--- src/rtl/pipe_pkg.sv ---
// Shared pipeline types: datapath width, control-bundle bit positions, ALUOp codes.
// Pure declarations, no timing; no backpressure.
package pipe_pkg;

    localparam int XLEN   = 64;
    localparam int CTRL_W = 9;

    localparam int CTRL_REGWRITE  = 8;
    localparam int CTRL_MEMREAD   = 7;
    localparam int CTRL_MEMWRITE  = 6;
    localparam int CTRL_MEMTOREG  = 5;
    localparam int CTRL_ALUSRC    = 4;
    localparam int CTRL_BRANCH    = 3;
    localparam int CTRL_JUMP      = 2;
    localparam int CTRL_ALUOP_MSB = 1;
    localparam int CTRL_ALUOP_LSB = 0;

    localparam logic [1:0] ALUOP_LOADSTORE = 2'b00;
    localparam logic [1:0] ALUOP_BRANCH    = 2'b01;
    localparam logic [1:0] ALUOP_RTYPE     = 2'b10;
    localparam logic [1:0] ALUOP_ITYPE     = 2'b11;

    typedef logic [CTRL_W-1:0] ctrl_t;

    localparam ctrl_t CTRL_BUBBLE = '0;

    function automatic ctrl_t makeCtrl(input logic regWrite, input logic memRead,
                                       input logic memWrite, input logic memtoReg,
                                       input logic aluSrc, input logic branch,
                                       input logic jump, input logic [1:0] aluOp);
        ctrl_t c;
        c = CTRL_BUBBLE;
        c[CTRL_REGWRITE] = regWrite;
        c[CTRL_MEMREAD]  = memRead;
        c[CTRL_MEMWRITE] = memWrite;
        c[CTRL_MEMTOREG] = memtoReg;
        c[CTRL_ALUSRC]   = aluSrc;
        c[CTRL_BRANCH]   = branch;
        c[CTRL_JUMP]     = jump;
        c[CTRL_ALUOP_MSB:CTRL_ALUOP_LSB] = aluOp;
        return c;
    endfunction

endpackage

--- src/rtl/id_ex_stage_if.sv ---
// ID/EX boundary bundle: decode fields, regfile read data, WB write port, EX-side outputs.
// master = surrounding pipeline, slave = the id_ex_stage register.
interface id_ex_stage_if #(
    parameter int XLEN   = pipe_pkg::XLEN,
    parameter int CTRL_W = pipe_pkg::CTRL_W,
    parameter int CNT_W  = 32
);
    logic              flush;
    logic              idValid;
    logic [XLEN-1:0]   idPc;
    logic [4:0]        idRs1;
    logic [4:0]        idRs2;
    logic [4:0]        idRd;
    logic [XLEN-1:0]   idImm;
    logic [CTRL_W-1:0] idCtrl;
    logic [XLEN-1:0]   rfRdata1;
    logic [XLEN-1:0]   rfRdata2;
    logic              wbRegwrite;
    logic [4:0]        wbRd;
    logic [XLEN-1:0]   wbData;

    logic              stall;
    logic              exValid;
    logic [XLEN-1:0]   exPc;
    logic [XLEN-1:0]   exImm;
    logic [XLEN-1:0]   exRs1Data;
    logic [XLEN-1:0]   exRs2Data;
    logic [4:0]        exRs1;
    logic [4:0]        exRs2;
    logic [4:0]        exRd;
    logic [CTRL_W-1:0] exCtrl;
    logic [CNT_W-1:0]  bubbleCnt;
    logic [CNT_W-1:0]  flushCnt;

    modport master (
        output flush, idValid, idPc, idRs1, idRs2, idRd, idImm, idCtrl,
               rfRdata1, rfRdata2, wbRegwrite, wbRd, wbData,
        input  stall, exValid, exPc, exImm, exRs1Data, exRs2Data,
               exRs1, exRs2, exRd, exCtrl, bubbleCnt, flushCnt
    );

    modport slave (
        input  flush, idValid, idPc, idRs1, idRs2, idRd, idImm, idCtrl,
               rfRdata1, rfRdata2, wbRegwrite, wbRd, wbData,
        output stall, exValid, exPc, exImm, exRs1Data, exRs2Data,
               exRs1, exRs2, exRd, exCtrl, bubbleCnt, flushCnt
    );
endinterface

--- src/rtl/hazard_detect.sv ---
// Load-use hazard compare between the load sitting in EX and the ID source registers.
// Purely combinational; a redirect overrides the stall since the ID instruction dies anyway.
module hazard_detect (
    input  logic       idValid,
    input  logic       exValid,
    input  logic       exMemRead,
    input  logic       flush,
    input  logic [4:0] exRd,
    input  logic [4:0] idRs1,
    input  logic [4:0] idRs2,
    output logic       stall
);
    logic hazard;

    assign hazard = idValid && exValid && exMemRead && (exRd != 5'd0)
                 && ((exRd == idRs1) || (exRd == idRs2));
    assign stall  = hazard && !flush;

endmodule

--- src/rtl/id_ex_stage.sv ---
// ID/EX pipeline register with WB bypass, load-use stall, bubble insertion and perf counters.
// Latency 1 cycle ID->EX; stall holds PC and IF/ID upstream for one cycle per load-use.
module id_ex_stage #(
    parameter int XLEN   = pipe_pkg::XLEN,
    parameter int CTRL_W = pipe_pkg::CTRL_W,
    parameter int CNT_W  = 32
) (
    input  logic         clk,
    input  logic         rst_n,
    id_ex_stage_if.slave bus
);
    import pipe_pkg::*;

    typedef struct packed {
        logic              valid;
        logic [XLEN-1:0]   pc;
        logic [XLEN-1:0]   imm;
        logic [XLEN-1:0]   rs1Data;
        logic [XLEN-1:0]   rs2Data;
        logic [4:0]        rs1;
        logic [4:0]        rs2;
        logic [4:0]        rd;
        logic [CTRL_W-1:0] ctrl;
    } exState_t;

    exState_t         exQ;
    exState_t         exNext;
    logic [CNT_W-1:0] bubbleCntQ;
    logic [CNT_W-1:0] flushCntQ;
    logic [XLEN-1:0]  op1;
    logic [XLEN-1:0]  op2;
    logic             stall;

    hazard_detect uHazard (
        .idValid   (bus.idValid),
        .exValid   (exQ.valid),
        .exMemRead (exQ.ctrl[CTRL_MEMREAD]),
        .flush     (bus.flush),
        .exRd      (exQ.rd),
        .idRs1     (bus.idRs1),
        .idRs2     (bus.idRs2),
        .stall     (stall)
    );

    // Regfile reads before the WB write lands, so a same-cycle writeback must be merged here.
    assign op1 = (bus.wbRegwrite && (bus.wbRd != 5'd0) && (bus.wbRd == bus.idRs1))
               ? bus.wbData : bus.rfRdata1;
    assign op2 = (bus.wbRegwrite && (bus.wbRd != 5'd0) && (bus.wbRd == bus.idRs2))
               ? bus.wbData : bus.rfRdata2;

    always_comb begin
        exNext = '0;
        if (!bus.flush && !stall && bus.idValid) begin
            exNext.valid   = 1'b1;
            exNext.pc      = bus.idPc;
            exNext.imm     = bus.idImm;
            exNext.rs1Data = op1;
            exNext.rs2Data = op2;
            exNext.rs1     = bus.idRs1;
            exNext.rs2     = bus.idRs2;
            exNext.rd      = bus.idRd;
            exNext.ctrl    = bus.idCtrl;
        end
    end

    always_ff @(posedge clk or negedge rst_n) begin
        if (!rst_n) begin
            exQ        <= '0;
            bubbleCntQ <= '0;
            flushCntQ  <= '0;
        end else begin
            exQ <= exNext;
            if (bus.flush) begin
                if (flushCntQ != '1) flushCntQ <= flushCntQ + CNT_W'(1);
            end else if (stall) begin
                if (bubbleCntQ != '1) bubbleCntQ <= bubbleCntQ + CNT_W'(1);
            end
        end
    end

    assign bus.stall     = stall;
    assign bus.exValid   = exQ.valid;
    assign bus.exPc      = exQ.pc;
    assign bus.exImm     = exQ.imm;
    assign bus.exRs1Data = exQ.rs1Data;
    assign bus.exRs2Data = exQ.rs2Data;
    assign bus.exRs1     = exQ.rs1;
    assign bus.exRs2     = exQ.rs2;
    assign bus.exRd      = exQ.rd;
    assign bus.exCtrl    = exQ.ctrl;
    assign bus.bubbleCnt = bubbleCntQ;
    assign bus.flushCnt  = flushCntQ;

endmodule

--- src/flat_wrapper.sv ---
// flat-port wrapper written by rule: the top's interface ports become plain ports
module id_ex_stage_flat import pipe_pkg::*;
#(
    parameter int XLEN   = pipe_pkg::XLEN,
    parameter int CTRL_W = pipe_pkg::CTRL_W,
    parameter int CNT_W  = 32
)
  (clk, rst_n, bus_flush, bus_idValid, bus_idPc, bus_idRs1, bus_idRs2, bus_idRd, bus_idImm, bus_idCtrl, bus_rfRdata1, bus_rfRdata2, bus_wbRegwrite, bus_wbRd, bus_wbData, bus_stall, bus_exValid, bus_exPc, bus_exImm, bus_exRs1Data, bus_exRs2Data, bus_exRs1, bus_exRs2, bus_exRd, bus_exCtrl, bus_bubbleCnt, bus_flushCnt);
  id_ex_stage_if #(.XLEN(XLEN), .CTRL_W(CTRL_W), .CNT_W(CNT_W)) bus_i ();
  input  logic clk;
  input  logic rst_n;
  input wire logic [$bits(bus_i.flush)-1:0] bus_flush;
  input wire logic [$bits(bus_i.idValid)-1:0] bus_idValid;
  input wire logic [$bits(bus_i.idPc)-1:0] bus_idPc;
  input wire logic [$bits(bus_i.idRs1)-1:0] bus_idRs1;
  input wire logic [$bits(bus_i.idRs2)-1:0] bus_idRs2;
  input wire logic [$bits(bus_i.idRd)-1:0] bus_idRd;
  input wire logic [$bits(bus_i.idImm)-1:0] bus_idImm;
  input wire logic [$bits(bus_i.idCtrl)-1:0] bus_idCtrl;
  input wire logic [$bits(bus_i.rfRdata1)-1:0] bus_rfRdata1;
  input wire logic [$bits(bus_i.rfRdata2)-1:0] bus_rfRdata2;
  input wire logic [$bits(bus_i.wbRegwrite)-1:0] bus_wbRegwrite;
  input wire logic [$bits(bus_i.wbRd)-1:0] bus_wbRd;
  input wire logic [$bits(bus_i.wbData)-1:0] bus_wbData;
  output wire logic [$bits(bus_i.stall)-1:0] bus_stall;
  output wire logic [$bits(bus_i.exValid)-1:0] bus_exValid;
  output wire logic [$bits(bus_i.exPc)-1:0] bus_exPc;
  output wire logic [$bits(bus_i.exImm)-1:0] bus_exImm;
  output wire logic [$bits(bus_i.exRs1Data)-1:0] bus_exRs1Data;
  output wire logic [$bits(bus_i.exRs2Data)-1:0] bus_exRs2Data;
  output wire logic [$bits(bus_i.exRs1)-1:0] bus_exRs1;
  output wire logic [$bits(bus_i.exRs2)-1:0] bus_exRs2;
  output wire logic [$bits(bus_i.exRd)-1:0] bus_exRd;
  output wire logic [$bits(bus_i.exCtrl)-1:0] bus_exCtrl;
  output wire logic [$bits(bus_i.bubbleCnt)-1:0] bus_bubbleCnt;
  output wire logic [$bits(bus_i.flushCnt)-1:0] bus_flushCnt;
  assign bus_i.flush = bus_flush;
  assign bus_i.idValid = bus_idValid;
  assign bus_i.idPc = bus_idPc;
  assign bus_i.idRs1 = bus_idRs1;
  assign bus_i.idRs2 = bus_idRs2;
  assign bus_i.idRd = bus_idRd;
  assign bus_i.idImm = bus_idImm;
  assign bus_i.idCtrl = bus_idCtrl;
  assign bus_i.rfRdata1 = bus_rfRdata1;
  assign bus_i.rfRdata2 = bus_rfRdata2;
  assign bus_i.wbRegwrite = bus_wbRegwrite;
  assign bus_i.wbRd = bus_wbRd;
  assign bus_i.wbData = bus_wbData;
  assign bus_stall = bus_i.stall;
  assign bus_exValid = bus_i.exValid;
  assign bus_exPc = bus_i.exPc;
  assign bus_exImm = bus_i.exImm;
  assign bus_exRs1Data = bus_i.exRs1Data;
  assign bus_exRs2Data = bus_i.exRs2Data;
  assign bus_exRs1 = bus_i.exRs1;
  assign bus_exRs2 = bus_i.exRs2;
  assign bus_exRd = bus_i.exRd;
  assign bus_exCtrl = bus_i.exCtrl;
  assign bus_bubbleCnt = bus_i.bubbleCnt;
  assign bus_flushCnt = bus_i.flushCnt;
  id_ex_stage #(.XLEN(XLEN), .CTRL_W(CTRL_W), .CNT_W(CNT_W)) u_core (.clk(clk), .rst_n(rst_n), .bus(bus_i));
endmodule
--- config.mk ---
export PLATFORM = sky130hd
export DESIGN_NAME = id_ex_stage_flat
export DESIGN_NICKNAME = d
export VERILOG_FILES = /design/src/rtl/pipe_pkg.sv /design/src/rtl/id_ex_stage_if.sv /design/src/rtl/hazard_detect.sv /design/src/rtl/id_ex_stage.sv /design/src/flat_wrapper.sv
export SDC_FILE = /design/constraint.sdc
export NUM_CORES = 1
export LEC_CHECK = 0
export BUFFER_PORTS_ARGS = -buffer_cell sky130_fd_sc_hd__buf_4
export CAP_MARGIN = 20
export CORE_AREA = 2 2 273 275
export CTS_CLUSTER_DIAMETER = 200
export CTS_CLUSTER_SIZE = 10
export DETAILED_ROUTE_END_ITERATION = 10
export DIE_AREA = 0 0 275 277
export HOLD_SLACK_MARGIN = 0.02
export SYNTH_ARGS = -nofsm -noshare
export SYNTH_HDL_FRONTEND = slang
export SYNTH_SLANG_ARGS = --single-unit
--- constraint.sdc ---
create_clock -name clk -period 2.3 [get_ports clk]
set_clock_uncertainty 0.05 [all_clocks]
set_input_delay 0.46 -clock clk [delete_from_list [all_inputs] [get_ports clk]]
set_output_delay 0.46 -clock clk [all_outputs]
set_load 0.02 [all_outputs]
==> impl_metrics.yaml <==
routing:
  drt-pass1-iter-count: 5
  num_vias: 11600
  route.detailed.wl_per_inst_um: 18.1
  wl_um: 53500
  vias_per_cell: 3.91
  drcViolationCount: 0
  ant_nets: 0
  drt_iter0_drc: 517
global_route:
  grt_pass1_vias: 11800
  grtUsageTotal: 0.133
  antenna_found_initial: 0
  grt_pass1_wl_um: 76300
  grt_start_max_net_pins: 72
  overflow: 0
timing:
  final_max_slew_viol_count: 0
  fin_crit_ps: 2520
  tightest_slew_ps: 552
  fmax_ghz: 0.397
  setup_ws_ps: -220
  finalCritPeriodShare: 1.10
  rsz0062_at_grt: "yes"
  worst_hold_slack_ps: 60.8
  final_hold_viol_count: 0
  setup-violations-final: 1
  slew_headroom: 0.629
worst_hold_path:
  worst_hold_path.num_cells: 2
  hold_class: "input pin to flip-flop"
  worstHoldStart: "bus_idImm[55]"
synth:
  synth_common_cells: "dfrtp_1 (345), nand2_1 (280), and2_1 (157)"
  synth_top_area_cell: "dfrtp_1"
  synth_edf_count: 0
  syn_avg_cell_area_sq_um: 11.3
  synth_seq_area_share: 0.642
  ys.flop_type: "dfrtp_1"
  synth_top_area_frac: 0.642
  muxShareOfSynthArea: 0.00167
  synth_cell_type_count: 45
  ys_seq_elements: 345
  syn_nets: 1551
  synth_top_family_by_area: "simple AND/OR/NAND/NOR gates"
  synth_compound_area_frac: 0.0537
  synth-adder-area-share: 0.00186
  synthArstFlopShare: 1.00
  synth_area_sq_um: 13500
  yosys-top-cells-area: "dfrtp_1 (64%), nand2_1 (7.8%), and2_1 (7.3%)"
  yosys_warnings: 0
  synth-simple-area-share: 0.206
  yosysMostFrequentCell: "dfrtp_1"
  synth_cells: 1195
  synth_xor_area_frac: 0.0521
floorplan:
  core.rowCount: 100
  initial_core_util: 0.183
  dieWidth_um: 275
  die-area_sq_um: 76200
  io_pins: 700
  core-area_sq_um: 73600
  die-height_um: 277
clock_tree:
  clk_pin_slew_ps: 60
  ctsRootBufferMaster: "clkbuf_16"
  clock_latency_ps: 550
  cts_buffer_depth: 3
  cts_tree: "yes"
  cts_max_level: 2
  cts_sinks: 345
  cts_buffers: 40
worst_setup_path:
  crit_fanout: 4
  crit_path_end_kind: "output pin"
  cp_num_cells: 5
  crit_buf_inv: 2
  reg2reg_from: "u_core.bus.exRd[2]"
  critPathKind: "flip-flop to output pin"
  cp.arrival_ps: 2010
  path_delay_family: "simple AND/OR/NAND/NOR gates"
  cp_data_required_time_ps: 1790
  critPathLaunchType: "flip-flop"
  worstSetupStartpoint: "u_core.bus.exRd[2]"
  path_cells: "or4_4 > o211ai_2 > buf_4 > nor3_4 > buf_6"
  slowest_stage: "or4_4"
  cp_slowest_stage_delay_ps: 530
  r2r_cells: 7
run_status:
  status: "finished with violations"
  violations: "negative setup slack"
placement:
  io_buffers: 699
  gp_congestion: 0.855
  post_dp_cell_area_sq_um: 20300
  place_ws_ps: -422
  hpwl_um: 41400
job:
  cap_violations: 0
power_and_ir_drop:
  ir_worst_vdd_uv: 431
  power.density_nw_per_um2: 656
  finalPower_w: 0.0142
  p_leak_nw: 11.2
layout:
  diodes: 0
  postLayoutCellArea_sq_um: 21700
  nNetsFinal: 2343
  utilization: 0.294
  area_delta_synth_final_pct: 60.9
  drive_above_1_share: 0.431
==> state kept, by name (all words and copies together) (netlist names) <==
| signal | cells |
|---|---|
| u_core.bus.exImm | 64 |
| u_core.bus.exPc | 64 |
| u_core.bus.exRs1Data | 64 |
| u_core.bus.exRs2Data | 64 |
| u_core.bus.bubbleCnt | 32 |
| u_core.bus.flushCnt | 32 |
| u_core.bus.exCtrl | 9 |
| u_core.bus.exRd | 5 |
| u_core.bus.exRs1 | 5 |
| u_core.bus.exRs2 | 5 |
| u_core.bus.exValid | 1 |
==> worst paths after layout <==
check                                            to  slack, ps
max reg2reg                u_core.bus.exRs2Data[52]         40
max                                       bus_stall       -220
min reg2reg                 u_core.bus.flushCnt[31]        450
max in group asynchronous  u_core.bus.exRs1Data[29]        990
min in group asynchronous  u_core.bus.exRs1Data[56]        410
min                            u_core.bus.exImm[55]         60
==> kinds of logic (layout without fill, tap and decap cells) <==
kind of cell,Yosys count,after routing
flip-flops,345,345
multiplexers,2,2
adder cells (fa/ha/maj),2,2
AO/OA/AOI/OAI,137,137
buffers and inverters,69,863
AND/OR/NAND/NOR,560,560
XOR/XNOR,80,80
==> worst register-to-register path, stage by stage, from the launching register on <==
cell	delay, ps
dfrtp_1	430
or4_4	530
o211ai_2	180
or2_1	180
nand2b_4	90
buf_12	160
buf_4	320
a21oi_1	210
==> final cells by class <==
cell class / instances / area [sq um]
Sequential cell: 345 / 8640
Tap cell: 969 / 1210
Clock buffer: 42 / 1050
Inverter: 8 / 32.5
Multi-Input combinational cell: 781 / 4290
Timing Repair Buffer: 811 / 6410
Clock inverter: 2 / 23.8
Fill cell: 7691 / 51900
==> power breakdown <==
part           switching (W)  internal (W)  total (W)
sequential          0.000146       0.00632    0.00647
clock                0.00249       0.00320    0.00569
combinational        0.00105       0.00100    0.00205
==> metrics by stage <==
stage | cells | TNS [ps]
finish | 2958 | -220
floorplan | 1195 | 0
detailed placement | 2886 | -36640
global placement | 2886 | -34750
global route | 2958 | -303
CTS | 2956 | -327
==> routing by layer <==
metal | track usage | vias to the layer above | wire length, um
li1 | - | 5410 | -
met1 | 0.167 | 5554 | 22200
met2 | 0.221 | 523 | 25400
met3 | 0.0339 | 75 | 4520
met4 | 0.0428 | 0 | 1340
met5 | 0 | - | 0
==> layout by cell type, fill, tap and decap left out, types with 2 or more instances in the layout <==
cell             n
and3_2           2
nor4_1           4
mux2_2           2
xor2_1          37
nand2b_1         2
nand4b_1         3
and2_1         157
dfrtp_1        343
nor2_1          21
nand3_1         26
ha_1             2
nand2_1        280
clkbuf_16       42
nor3_2           4
inv_1            7
a31oi_1          2
buf_12          20
dfrtp_2          2
dlygate4sd3_1   22
and3_1           9
a21oi_1        129
nand4_1         19
or2_2            3
nor3_1          10
xnor2_1         43
buf_4          765
buf_6            3
and4_1           5
==> what timing repair did <==
action / in CTS / in global routing
hold buffers: 22 / 0
endpoints found under the hold margin: 60 / 0
pin swaps: 3 / 8
endpoints found under the setup margin: 1 / 33
resized for setup: 4 / 8
buffers inserted: 5 / 2
No activity file was read; power rests on OpenSTA's default activity.
